$ cat src/rtl/imem_loader_if.sv
// Byte-stream input, instruction-memory write port and status lines of the boot loader.
// The master side is the loader itself; the slave side is the host/memory environment.
interface imem_loader_if;
  logic        start;
  logic [7:0]  rx_data;
  logic        rx_valid;
  logic        mem_we;
  logic [31:0] mem_addr;
  logic [31:0] mem_wdata;
  logic        cpu_hold;
  logic        busy;
  logic        done;
  logic        err;

  modport master (
    input  start, rx_data, rx_valid,
    output mem_we, mem_addr, mem_wdata, cpu_hold, busy, done, err
  );

  modport slave (
    output start, rx_data, rx_valid,
    input  mem_we, mem_addr, mem_wdata, cpu_hold, busy, done, err
  );
endinterface

$ cat src/rtl/imem_loader.sv
// Boot-time instruction memory loader: framed byte stream -> big-endian words,
// with length and checksum verification before the CPU is released.
module imem_loader #(
  parameter int          MEM_WORDS      = 256,
  parameter logic [31:0] BASE_ADDR      = 32'h0000_0000,
  parameter int          TIMEOUT_CYCLES = 1000000
) (
  input  logic          clk,
  input  logic          reset,
  imem_loader_if.master bus
);

  localparam logic [2:0] S_IDLE   = 3'd0;
  localparam logic [2:0] S_LEN_HI = 3'd1;
  localparam logic [2:0] S_LEN_LO = 3'd2;
  localparam logic [2:0] S_DATA   = 3'd3;
  localparam logic [2:0] S_CHECK  = 3'd4;
  localparam logic [2:0] S_DONE   = 3'd5;
  localparam logic [2:0] S_ERROR  = 3'd6;

  localparam int                TMO_W    = $clog2(TIMEOUT_CYCLES) + 1;
  localparam logic [TMO_W-1:0]  TMO_LAST = TMO_W'(TIMEOUT_CYCLES - 1);

  function automatic logic [7:0] chk_add(input logic [7:0] sum, input logic [7:0] data);
    return sum + data;
  endfunction

  function automatic logic is_active(input logic [2:0] st);
    return (st == S_LEN_HI) || (st == S_LEN_LO) || (st == S_DATA) || (st == S_CHECK);
  endfunction

  logic [2:0]       state_r;
  logic [2:0]       state_next_s;
  logic [15:0]      len_r;
  logic [15:0]      word_idx_r;
  logic [1:0]       byte_idx_r;
  logic [31:0]      asm_r;
  logic [7:0]       chk_r;
  logic [TMO_W-1:0] tmo_r;

  logic             mem_we_r;
  logic [31:0]      mem_addr_r;
  logic [31:0]      mem_wdata_r;
  logic             cpu_hold_r;
  logic             busy_r;
  logic             done_r;
  logic             err_r;

  logic             active_s;
  logic             start_ok_s;
  logic             accept_s;
  logic             tmo_hit_s;
  logic             word_end_s;
  logic             last_word_s;
  logic             len_bad_s;
  logic [15:0]      len_s;
  logic [31:0]      word_s;

  // Input qualification; bytes outside an active load (including one coincident with start) are dropped.
  always_comb begin
    active_s    = is_active(state_r);
    start_ok_s  = bus.start && !active_s;
    accept_s    = active_s && bus.rx_valid;
    tmo_hit_s   = active_s && !accept_s && (tmo_r == TMO_LAST);
    len_s       = {len_r[15:8], bus.rx_data};
    len_bad_s   = (len_s == 16'd0) || (32'(len_s) > 32'(MEM_WORDS));
    word_end_s  = accept_s && (state_r == S_DATA) && (byte_idx_r == 2'd3);
    last_word_s = (word_idx_r == (len_r - 16'd1));
    word_s      = {asm_r[23:0], bus.rx_data};
  end

  // Next-state logic of the load FSM.
  always_comb begin
    state_next_s = state_r;
    case (state_r)
      S_IDLE, S_DONE, S_ERROR: begin
        if (bus.start) state_next_s = S_LEN_HI;
        else           state_next_s = state_r;
      end
      S_LEN_HI: begin
        if (accept_s)       state_next_s = S_LEN_LO;
        else if (tmo_hit_s) state_next_s = S_ERROR;
        else                state_next_s = state_r;
      end
      S_LEN_LO: begin
        if (accept_s) begin
          if (len_bad_s) state_next_s = S_ERROR;
          else           state_next_s = S_DATA;
        end else if (tmo_hit_s) begin
          state_next_s = S_ERROR;
        end else begin
          state_next_s = state_r;
        end
      end
      S_DATA: begin
        if (word_end_s && last_word_s) state_next_s = S_CHECK;
        else if (tmo_hit_s)            state_next_s = S_ERROR;
        else                           state_next_s = state_r;
      end
      S_CHECK: begin
        if (accept_s) begin
          if (bus.rx_data == chk_r) state_next_s = S_DONE;
          else                      state_next_s = S_ERROR;
        end else if (tmo_hit_s) begin
          state_next_s = S_ERROR;
        end else begin
          state_next_s = state_r;
        end
      end
      default: state_next_s = S_IDLE;
    endcase
  end

  // State register and status outputs, registered from the next state so they track it exactly.
  always_ff @(posedge clk or posedge reset) begin
    if (reset) begin
      state_r    <= S_IDLE;
      cpu_hold_r <= 1'b0;
      busy_r     <= 1'b0;
      done_r     <= 1'b0;
      err_r      <= 1'b0;
    end else begin
      state_r    <= state_next_s;
      busy_r     <= is_active(state_next_s);
      cpu_hold_r <= is_active(state_next_s) || (state_next_s == S_ERROR);
      done_r     <= (state_next_s == S_DONE);
      err_r      <= (state_next_s == S_ERROR);
    end
  end

  // Inter-byte timeout counter.
  always_ff @(posedge clk or posedge reset) begin
    if (reset) begin
      tmo_r <= '0;
    end else if (start_ok_s || accept_s || !active_s) begin
      tmo_r <= '0;
    end else begin
      tmo_r <= tmo_r + TMO_W'(1);
    end
  end

  // Frame length, word assembly, byte/word indices and running checksum.
  always_ff @(posedge clk or posedge reset) begin
    if (reset) begin
      len_r      <= 16'd0;
      word_idx_r <= 16'd0;
      byte_idx_r <= 2'd0;
      asm_r      <= 32'd0;
      chk_r      <= 8'd0;
    end else if (start_ok_s) begin
      len_r      <= 16'd0;
      word_idx_r <= 16'd0;
      byte_idx_r <= 2'd0;
      asm_r      <= 32'd0;
      chk_r      <= 8'd0;
    end else if (accept_s) begin
      case (state_r)
        S_LEN_HI: len_r[15:8] <= bus.rx_data;
        S_LEN_LO: len_r[7:0]  <= bus.rx_data;
        S_DATA: begin
          asm_r      <= word_s;
          chk_r      <= chk_add(chk_r, bus.rx_data);
          byte_idx_r <= byte_idx_r + 2'd1;
          if (byte_idx_r == 2'd3) word_idx_r <= word_idx_r + 16'd1;
          else                    word_idx_r <= word_idx_r;
        end
        default: len_r <= len_r;
      endcase
    end else begin
      len_r <= len_r;
    end
  end

  // Memory write port: one-cycle pulse the cycle after a word's last byte; address/data hold otherwise.
  always_ff @(posedge clk or posedge reset) begin
    if (reset) begin
      mem_we_r    <= 1'b0;
      mem_addr_r  <= BASE_ADDR;
      mem_wdata_r <= 32'd0;
    end else if (word_end_s) begin
      mem_we_r    <= 1'b1;
      mem_addr_r  <= BASE_ADDR + {14'd0, word_idx_r, 2'b00};
      mem_wdata_r <= word_s;
    end else begin
      mem_we_r    <= 1'b0;
    end
  end

  assign bus.mem_we    = mem_we_r;
  assign bus.mem_addr  = mem_addr_r;
  assign bus.mem_wdata = mem_wdata_r;
  assign bus.cpu_hold  = cpu_hold_r;
  assign bus.busy      = busy_r;
  assign bus.done      = done_r;
  assign bus.err       = err_r;

endmodule

$ cat src/flat_wrapper.sv
// flat-port wrapper written by rule: the top's interface ports become plain ports
module imem_loader_flat 
#(
  parameter int          MEM_WORDS      = 256,
  parameter logic [31:0] BASE_ADDR      = 32'h0000_0000,
  parameter int          TIMEOUT_CYCLES = 1000000
)
  (clk, reset, bus_start, bus_rx_data, bus_rx_valid, bus_mem_we, bus_mem_addr, bus_mem_wdata, bus_cpu_hold, bus_busy, bus_done, bus_err);
  imem_loader_if bus_i ();
  input  logic clk;
  input  logic reset;
  input wire logic [$bits(bus_i.start)-1:0] bus_start;
  input wire logic [$bits(bus_i.rx_data)-1:0] bus_rx_data;
  input wire logic [$bits(bus_i.rx_valid)-1:0] bus_rx_valid;
  output wire logic [$bits(bus_i.mem_we)-1:0] bus_mem_we;
  output wire logic [$bits(bus_i.mem_addr)-1:0] bus_mem_addr;
  output wire logic [$bits(bus_i.mem_wdata)-1:0] bus_mem_wdata;
  output wire logic [$bits(bus_i.cpu_hold)-1:0] bus_cpu_hold;
  output wire logic [$bits(bus_i.busy)-1:0] bus_busy;
  output wire logic [$bits(bus_i.done)-1:0] bus_done;
  output wire logic [$bits(bus_i.err)-1:0] bus_err;
  assign bus_i.start = bus_start;
  assign bus_i.rx_data = bus_rx_data;
  assign bus_i.rx_valid = bus_rx_valid;
  assign bus_mem_we = bus_i.mem_we;
  assign bus_mem_addr = bus_i.mem_addr;
  assign bus_mem_wdata = bus_i.mem_wdata;
  assign bus_cpu_hold = bus_i.cpu_hold;
  assign bus_busy = bus_i.busy;
  assign bus_done = bus_i.done;
  assign bus_err = bus_i.err;
  imem_loader #(.MEM_WORDS(MEM_WORDS), .BASE_ADDR(BASE_ADDR), .TIMEOUT_CYCLES(TIMEOUT_CYCLES)) u_core (.clk(clk), .reset(reset), .bus(bus_i));
endmodule
$ cat config.mk
export PLATFORM = sky130hd
export DESIGN_NAME = imem_loader_flat
export DESIGN_NICKNAME = d
export VERILOG_FILES = /design/src/rtl/imem_loader_if.sv /design/src/rtl/imem_loader.sv /design/src/flat_wrapper.sv
export SDC_FILE = /design/constraint.sdc
export NUM_CORES = 1
export LEC_CHECK = 0
export CORE_ASPECT_RATIO = 0.75
export CORE_UTILIZATION = 53
export CTS_BUF_LIST = sky130_fd_sc_hd__clkbuf_8
export DETAILED_ROUTE_END_ITERATION = 6
export GPL_ROUTABILITY_DRIVEN = 0
export HOLD_SLACK_MARGIN = 0.05
export PLACE_DENSITY = 0.81
export SYNTH_ARGS = -nofsm -noshare
export SYNTH_HDL_FRONTEND = slang
export SYNTH_SLANG_ARGS = --single-unit
$ cat constraint.sdc
create_clock -name clk -period 4.15 [get_ports clk]
set_input_delay 0.415 -clock clk [delete_from_list [all_inputs] [get_ports clk]]
set_output_delay 0.415 -clock clk [all_outputs]
set_load 0.02 [all_outputs]
==> results.tsv, run 1 <==
stage	metric	value	unit
logic_synthesis	flops & latches, synth	143	
floorplanning	core area	0.01302	sq mm
layout	share of layout cells above drive strength 1	7.394	%
floorplanning	FP Rows	36	
detailed_routing	first drt pass iteration count	5	
clock_tree	root buffer cell	clkbuf_8	
logic_synthesis	yosys warns	0	
global_route	first-pass GRT wire length	26110	um
detailed_routing	remaining antenna violation count	0	
power_and_ir_drop	Cell Pwr Density	576.1	mW/mm^2
timing	# setup viols final	0	
timing	Sum Neg Setup Slack	0	ps
global_route	Global Route Usage Sum	24.61	%
floorplanning	Die Height	102.1	um
logic_synthesis	Cell variety after synth	68	
logic_synthesis	cell with the most instances after synthesis	nand2_1	
logic_synthesis	top cells by area, synth	dfrtp_1, nand2_1, xor2_1	
clock_tree	CTS tree	built	
power_and_ir_drop	P_leak	3.777	nW
clock_tree	CTS Buf Count	17	
logic_synthesis	Syn Std Cell Area	0.007086	sq mm
critical_path	kind of critical path	in -> reg	
detailed_routing	wire per inst	15.19	um
floorplanning	Chip Width	135.5	um
detailed_routing	via count	5565	
timing	Slew Limit Fails	0	
power_and_ir_drop	Overall Power	0.004692	W
layout	area grow syn2layout	14.96	%
detailed_routing	remaining routing DRC violations	0	
critical_path	Critical Path Start Type	primary input	
global_route	antenna violations before repair	0	
detailed_routing	via/cell ratio	5.440	
layout	antenna cells	0	
detailed_routing	drt total wl	15540	um
clock_tree	Setup Buffers After CTS	0	
logic_synthesis	post-synth top area cell	dfrtp_1	
critical_path	Critical Path AT	3150	ps
timing	worst slew pin tran	1106	ps
logic_synthesis	syn_area_per_cell	8.969	sq um
layout	Nets	863	
clock_tree	TritonCTS Sinks	143	
global_route	largest net degree at the start of global routing	77	
run_status	status	completed	
floorplanning	I/O Pins	81	
detailed_routing	Initial DRC Count	469	
timing	final worst path period need	2777	ps
logic_synthesis	top cells by count, synth	nand2_1, dfrtp_1, nor2_1	
timing	Hold Fails Final Rpt	0	
flow_run	max_cap viols	0	
logic_synthesis	sequential area share after synthesis	50.50	%
placed_design	dpl hpwl	10160	um
global_route	number of global-route vias before repair	5110	
global_route	gr ovfl total	0	
logic_synthesis	Synth top area share	50.50	%
floorplanning	starting density of the core	54.43	%
logic_synthesis	Top FF cell, synth	dfrtp_1	
timing	RSZ-0062 raised after global routing	false	
power_and_ir_drop	peak supply drop	0.0003485	V
critical_path	Worst Path Max Fanout	24	
worst_hold_path	Hold Crit Class	reg -> reg	
clock_tree	Bufs on Longest Clock Path	2	
timing	max frequency	0.3601	GHz
timing	period utilization	66.92	%
clock_tree	H-tree depth reported by CTS	4	
layout	# fillers	1123	
clock_tree	Worst-Skew Late Latency	470	ps
clock_tree	CTS resizes	0	
critical_path	CP Capture Type	register	
placed_design	# port buffers	64	
logic_synthesis	Post-synth ARST share	100.0	%
logic_synthesis	number of synthesized flops with an enable pin	0	
logic_synthesis	Post-Synthesis Cells	790	
critical_path	Crit path required time	4530	ps
timing	skew final	22.08	ps
clock_tree	CTS clk-pin slew, worst paths	90	ps
clock_tree	cts hold-fix bufs	0	
timing	max_slew headroom	26.07	%
floorplanning	Die ar.	0.01384	sq mm
[layout make-up]
type,count,area (sq um),area share (%)
inverters,17,67.56,0.8295
multi-input cells,590,3188,39.14
flip-flops and latches,143,3578,43.93
repair buffers,70,698.2,8.571
well taps,171,214.0,2.627
clock inverters,15,165.2,2.028
clock buffers,17,234.0,2.872
[cells by family after synthesis]
family,share of synthesized area [%]
AO/OA/AOI/OAI,9.624
XOR/XNOR,6.675
adder cells (fa/ha/maj),2.225
buffers and inverters,5.298
flip-flops,50.50
multiplexers,0.4591
other,0.05292
AND/OR/NAND/NOR,25.16
[placed cells by master (no fill, tap or decap), types with 4 or more instances in the layout]
| master | count |
|---|---|
| nand3_1 | 31 |
| and2_1 | 5 |
| inv_6 | 5 |
| nor4_1 | 5 |
| dfrtp_1 | 143 |
| or3_1 | 6 |
| xnor2_1 | 22 |
| inv_1 | 15 |
| clkbuf_8 | 17 |
| nor3_1 | 12 |
| clkdlybuf4s50_1 | 64 |
| buf_4 | 5 |
| xor2_1 | 32 |
| nor2_1 | 47 |
| a21oi_1 | 31 |
| nand2_1 | 246 |
| inv_8 | 6 |
| and3_1 | 5 |
| a21o_1 | 5 |
| nor2b_1 | 4 |
| ha_1 | 11 |
| nand4_1 | 9 |
| conb_1 | 16 |
| o21ai_0 | 44 |
[flip-flops by register name, summed over array words and instances (netlist names)]
register / count
u_core.bus.busy: 1
u_core.bus.mem_we: 1
u_core.bus.err: 1
u_core.bus.mem_wdata: 32
u_core.chk_r: 8
u_core.state_r: 3
u_core.len_r: 16
u_core.word_idx_r: 16
u_core.bus.cpu_hold: 1
u_core.bus.done: 1
u_core.bus.mem_addr: 16
u_core.byte_idx_r: 2
u_core.tmo_r: 21
u_core.asm_r: 24
[path summary, 6_finish.rpt]
kind                                   from                  endpoint  slack, ps  cells past startpoint
min in group asynchronous             reset  u_core.bus.mem_wdata[22]        500                      2
max                            bus_rx_valid           u_core.bus.busy       1370                      9
min reg2reg                u_core.asm_r[19]  u_core.bus.mem_wdata[27]        470                      2
max in group asynchronous             reset           u_core.len_r[2]       2720                      3
max reg2reg                 u_core.len_r[0]           u_core.bus.busy       1400                      9
min                        u_core.asm_r[19]  u_core.bus.mem_wdata[27]        470                      2
[routing by layer]
metal / vias to the layer above / global-route usage [%] / part of all wire (%)
met2: 175 / 35.94 / 44
met4: 0 / 6.914 / 0.72
met3: 14 / 5.258 / 6.2
li1: 2704 / - / -
met5: - / 0 / 0
met1: 2672 / 37.00 / 49
[worst max-delay path: stages]
cell             delay (ps)
clkdlybuf4s50_1         640
and4b_1                 280
nand2_2                  70
inv_2                   340
nand4_1                 260
a2111oi_4               380
o2111ai_2               260
a211oi_2                340
xnor2_1                 160
[where the power goes]
group	total, W	leakage, nW	switching (W)	internal [W]
Combinational	0.00167	1.61	0.000975	0.000698
Sequential	0.00190	1.96	0.000274	0.00163
Clock	0.00112	0.206	0.000657	0.000460
Total	0.00469	3.78	0.00191	0.00279
[metrics by stage]
stage	std cells	worst slack, ps	instance area, sq um	utilization (%)	hold WS [ps]
after floorplan	805	1824	7146	-	438.6
after global placement	991	1068	7746	59.51	450.2
after detailed placement	991	916.1	7746	59.51	448.4
after CTS	1023	1401	8145	62.57	472.8
after global routing	1023	1209	8145	62.57	497.7
final	1023	1373	8145	62.57	473.0
Power figures use the tool's default switching activity.
==> run 2, diff against run 1 <==
Clock period 4.15 ns to 2.4 ns, I/O delays scaled along.
==> results.tsv, run 2 (synthesized netlist as in run 1, its figures left out) <==
stage	metric	value	unit
run_status	status	complete, but fails checks	
run_status	failing checks	negative setup slack	
clock_tree	Worst-Skew Late Latency	460	ps
layout	share of layout cells above drive strength 1	13.69	%
layout	max reg flops	32	
global_route	number of global-route vias before repair	5315	
critical_path	Crit path required time	2720	ps
layout	commonest non-fill, non-tap cell in the layout	nand2_1	
global_route	antenna violations before repair	0	
layout	# fillers	1044	
critical_path	Worst Path Max Fanout	4	
timing	PnR worst setup slack	-138.6	ps
layout	multi-input gate area in the final layout	0.003268	sq mm
floorplanning	Chip Width	135.5	um
timing	period utilization	105.8	%
timing	skew final	21.49	ps
timing	max frequency	0.3939	GHz
power_and_ir_drop	Cell Pwr Density	1024	mW/mm^2
timing	max_slew headroom	46.28	%
power_and_ir_drop	Logic pwr share	42.7	%
detailed_routing	remaining antenna violation count	0	
detailed_routing	remaining routing DRC violations	0	
layout	antenna cells	0	
layout	Final Core Density	66.21	%
critical_path	Critical Path AT	2860	ps
detailed_routing	Initial DRC Count	440	
power_and_ir_drop	Pint	0.005358	W
detailed_routing	via count	5888	
layout	Nets	917	
timing	final worst path period need	2539	ps
detailed_routing	wire per inst	14.86	um
timing	# setup viols final	4	
clock_tree	Bufs on Longest Clock Path	2	
detailed_routing	drt total wl	16000	um
global_route	first-pass GRT wire length	26500	um
clock_tree	CTS clk-pin slew, worst paths	100	ps
power_and_ir_drop	clock share of power	21.2	%
layout	area grow syn2layout	21.65	%
power_and_ir_drop	sw frac	39.32	%
placed_design	# port buffers	64	
detailed_routing	first drt pass iteration count	5	
placed_design	Setup WS pre-CTS	-228.9	ps
global_route	gr ovfl total	0	
floorplanning	I/O Pins	81	
timing	RSZ-0062 raised after global routing	true	
layout	most frequent cells in the layout	nand2_1, dfrtp_1, clkdlybuf4s50_1	
clock_tree	CTS Buf Count	17	
power_and_ir_drop	Flop pwr share	36.1	%
critical_path	reg2reg path depth	7	
critical_path	r2r setup slk	-140	ps
worst_hold_path	Hold Crit Class	in -> async	
clock_tree	CTS tree	built	
floorplanning	FP Rows	36	
flow_run	max_cap viols	0	
power_and_ir_drop	P_leak	4.051	nW
timing	Hold Fails Final Rpt	0	
timing	worst slew pin tran	805.9	ps
floorplanning	Die Height	102.1	um
clock_tree	H-tree depth reported by CTS	4	
placed_design	dpl hpwl	10650	um
critical_path	CP Capture Type	register	
global_route	Global Route Usage Sum	24.78	%
layout	Register Area	0.003580	sq mm
floorplanning	core area	0.01302	sq mm
timing	Slew Limit Fails	0	
clock_tree	root buffer cell	clkbuf_8	
floorplanning	starting density of the core	54.43	%
critical_path	reg2reg start	u_core.len_r[9]	
detailed_routing	via/cell ratio	5.467	
clock_tree	TritonCTS Sinks	143	
critical_path	Critical Path Start Type	register	
critical_path	kind of critical path	reg -> reg	
global_route	largest net degree at the start of global routing	144	
critical_path	r2r endpoint	u_core.bus.cpu_hold	
power_and_ir_drop	NetSw	0.003471	W
floorplanning	Die ar.	0.01384	sq mm
power_and_ir_drop	peak supply drop	0.0006733	V
-- run 2: cell types whose count changed in the layout (fill, tap and decap cells not counted), moves of 2 or more --
cell / delta
buf_4: +54
clkinv_4: +3
clkinv_8: -2
inv_8: -2
-- run 2: metal layers --
metal | part of all wire (%) | up-vias | GRT usage (%)
li1 | - | 2809 | -
met1 | 47 | 2833 | 37.37
met2 | 44 | 219 | 35.62
met3 | 7.2 | 27 | 5.010
met4 | 1.8 | 0 | 8.384
met5 | 0 | - | 0
-- run 2: worst max path at each step --
stage,endpoint,slack [ps],startpoint
finish,u_core.bus.cpu_hold,-140,u_core.len_r[9]
global route,u_core.bus.cpu_hold,-240,u_core.len_r[0]
CTS,u_core.bus.done,-140,u_core.len_r[1]
detailed placement,u_core.bus.cpu_hold,-230,u_core.len_r[1]
global placement,u_core.bus.done,-170,bus_rx_data[0]
floorplan,u_core.bus.cpu_hold,70,u_core.len_r[0]
-- run 2: stage by stage --
step / area, sq um / hold slack, ps / setup TNS (ps) / instances / power [W]
after floorplan: 7146 / 345.4 / 0 / 805 / 0.005498
after global placement: 8152 / 448.8 / -734.2 / 1045 / 0.006537
after detailed placement: 8152 / 458.0 / -1066 / 1045 / 0.006632
after CTS: 8596 / 390.5 / -477.3 / 1077 / 0.008699
after global routing: 8620 / 427.4 / -921.7 / 1077 / 0.009362
final: 8620 / 294.7 / -439.0 / 1077 / 0.008829
-- run 2: area by class of cell --
class | instances | share of cell area, %
multi-input combinational | 590 | 37.92
clock inverter | 14 | 1.611
tap | 171 | 2.482
inverter | 17 | 0.7839
clock buffer | 18 | 2.874
sequential | 143 | 41.53
timing repair buffer | 124 | 12.80
-- run 2: worst max-delay path: stages (launching register included) --
cell and delay, ps:
dfrtp_1 400, nor4_2 430, and4_4 290, o211ai_1 180, a2111oi_4 450, o2111ai_4 220
a211oi_2 330, mux2i_1 110
-- run 2: what timing repair did --
action / 4_1_cts / 5_1_grt
hold buffers: 0 / 0
pin swaps: 4 / 7
setup endpoints to repair: 6 / 7
buffers inserted: 0 / 0
gates resized for setup: 9 / 6
endpoints found under the hold margin: 0 / 0
-- run 2: power groups by stage --
stage          clock (W)  sequential, W  combinational, W
3_3_place_gp           0        0.00320           0.00334
5_1_grt          0.00201        0.00324           0.00411
2_1_floorplan          0        0.00325           0.00225
3_5_place_dp           0        0.00321           0.00343
6_report         0.00187        0.00319           0.00377
4_1_cts          0.00190        0.00317           0.00363
==> run 3, diff against run 2 <==
Settings changed: CELL_PAD_IN_SITES_DETAIL_PLACEMENT set to 0, CELL_PAD_IN_SITES_GLOBAL_PLACEMENT set to 1, CORE_UTILIZATION 53 to 40, PLACE_DENSITY 0.81 to 0.8.
==> results.tsv, run 3 (synthesized netlist as in run 1, its figures left out) <==
stage	metric	value	unit
run_status	status	complete, but fails checks	
run_status	failing checks	negative setup slack	
detailed_routing	remaining routing DRC violations	0	
critical_path	Crit path required time	2770	ps
detailed_routing	first drt pass iteration count	5	
timing	hold slack	237.6	ps
layout	share of layout cells above drive strength 1	14.64	%
worst_hold_path	Hold Crit Class	in -> async	
clock_tree	Bufs on Longest Clock Path	2	
power_and_ir_drop	Cell Pwr Density	1026	mW/mm^2
timing	RSZ-0062 raised after global routing	true	
timing	max_slew headroom	54.57	%
global_route	gr ovfl total	0	
detailed_routing	drt total wl	17170	um
flow_run	max_cap viols	0	
critical_path	reg2reg path depth	6	
floorplanning	FP Rows	41	
critical_path	r2r endpoint	u_core.bus.busy	
floorplanning	Die ar.	0.01826	sq mm
floorplanning	I/O Pins	81	
power_and_ir_drop	P_leak	4.117	nW
timing	worst slew pin tran	680.0	ps
critical_path	crit path to	u_core.bus.busy	
detailed_routing	via count	5721	
layout	Nets	928	
timing	final worst path period need	2522	ps
critical_path	Critical Path AT	2900	ps
clock_tree	CTS tree	built	
global_route	antenna violations before repair	0	
placed_design	Setup WS pre-CTS	-240.0	ps
critical_path	reg2reg start	u_core.len_r[1]	
clock_tree	root buffer cell	clkbuf_8	
critical_path	r2r setup slk	-120	ps
detailed_routing	remaining antenna violation count	0	
floorplanning	Chip Width	155.7	um
clock_tree	H-tree depth reported by CTS	4	
layout	max reg flops	32	
timing	PnR worst setup slack	-122.0	ps
clock_tree	CTS clk-pin slew, worst paths	90	ps
clock_tree	Worst-Skew Late Latency	450	ps
timing	# setup viols final	4	
critical_path	Critical Path Source	u_core.len_r[1]	
timing	skew final	18.05	ps
critical_path	Worst Path Max Fanout	5	
detailed_routing	Initial DRC Count	354	
timing	max frequency	0.3965	GHz
clock_tree	CTS Buf Count	17	
placed_design	dpl hpwl	11820	um
timing	Slew Limit Fails	0	
global_route	first-pass GRT wire length	28260	um
layout	area grow syn2layout	24.76	%
timing	period utilization	105.1	%
layout	most frequent cells in the layout	nand2_1, dfrtp_1, buf_4	
layout	commonest non-fill, non-tap cell in the layout	nand2_1	
global_route	Global Route Usage Sum	20.29	%
floorplanning	Die Height	117.3	um
layout	# fillers	1651	
layout	antenna cells	0	
detailed_routing	via/cell ratio	4.970	
critical_path	Critical Path Start Type	register	
power_and_ir_drop	peak supply drop	0.0005222	V
floorplanning	core area	0.01708	sq mm
global_route	largest net degree at the start of global routing	52	
placed_design	# port buffers	64	
critical_path	CP Capture Type	register	
clock_tree	TritonCTS Sinks	143	
timing	Hold Fails Final Rpt	0	
critical_path	kind of critical path	reg -> reg	
floorplanning	starting density of the core	41.48	%
detailed_routing	wire per inst	14.91	um
global_route	number of global-route vias before repair	5294	
run 3: timing repair:
item / 4_1_cts / 5_1_grt
pin swaps: 6 / 8
endpoints found under the hold margin: 0 / 0
hold buffers: 0 / 0
resized for setup: 10 / 9
setup endpoints to repair: 7 / 7
buffers inserted: 2 / 3
run 3: how the worst min path moves through the flow:
| stage | slack [ps] | end | cells after the start | from |
|---|---|---|---|---|
| 2_1_floorplan | 350 | u_core.bus.mem_wdata[0] | 2 | bus_rx_data[0] |
| 3_3_place_gp | 450 | u_core.bus.mem_wdata[27] | 2 | u_core.asm_r[19] |
| 3_5_place_dp | 460 | u_core.bus.mem_wdata[27] | 2 | u_core.asm_r[19] |
| 4_1_cts | 230 | u_core.bus.mem_wdata[27] | 2 | reset |
| 5_1_grt | 260 | u_core.bus.mem_wdata[19] | 2 | reset |
| 6_report | 240 | u_core.bus.mem_wdata[27] | 2 | reset |
run 3: worst max-delay path, stage by stage, from the launching register on:
cell and delay [ps]:
dfrtp_2 450, or4_4 570, o311a_4 340, nor4b_4 370
o2111ai_4 240, a211oi_4 320, xnor2_1 150
run 3: cell type report:
cell class | count | area [sq um] | share of cell area, %
clock buffers | 17 | 234.0 | 2.647
clock inverters | 13 | 165.2 | 1.868
inverters | 17 | 67.56 | 0.7643
multi-input cells | 590 | 3283 | 37.14
flip-flops and latches | 143 | 3580 | 40.50
well taps | 236 | 295.3 | 3.340
repair buffers | 135 | 1215 | 13.74
run 3: metrics by stage:
stage / util, % / setup TNS [ps] / std cells / total power, W / cell area (sq um)
after detailed placement: 48.60 / -1180 / 1116 / 0.006637 / 8303
final: 51.75 / -432.8 / 1151 / 0.009073 / 8840
after CTS: 51.37 / -460.0 / 1148 / 0.008861 / 8775
after floorplan: - / 0 / 805 / 0.005498 / 7146
after global placement: 48.60 / -1060 / 1116 / 0.006595 / 8303
after global routing: 51.75 / -970.9 / 1151 / 0.009642 / 8840
run 3: power breakdown:
group          switching, W  internal, W
combinational       0.00209      0.00181
sequential         0.000372      0.00282
clock              0.000957      0.00102
run 3: per-layer routing:
layer	track usage (%)	wire length, um	vias to the layer above	part of all wire [%]
li1	-	-	2809	-
met1	30.94	9060	2777	53
met2	28.43	7103	129	41
met3	4.860	934	6	5.4
met4	5.490	66	0	0.38
met5	0	0	-	0
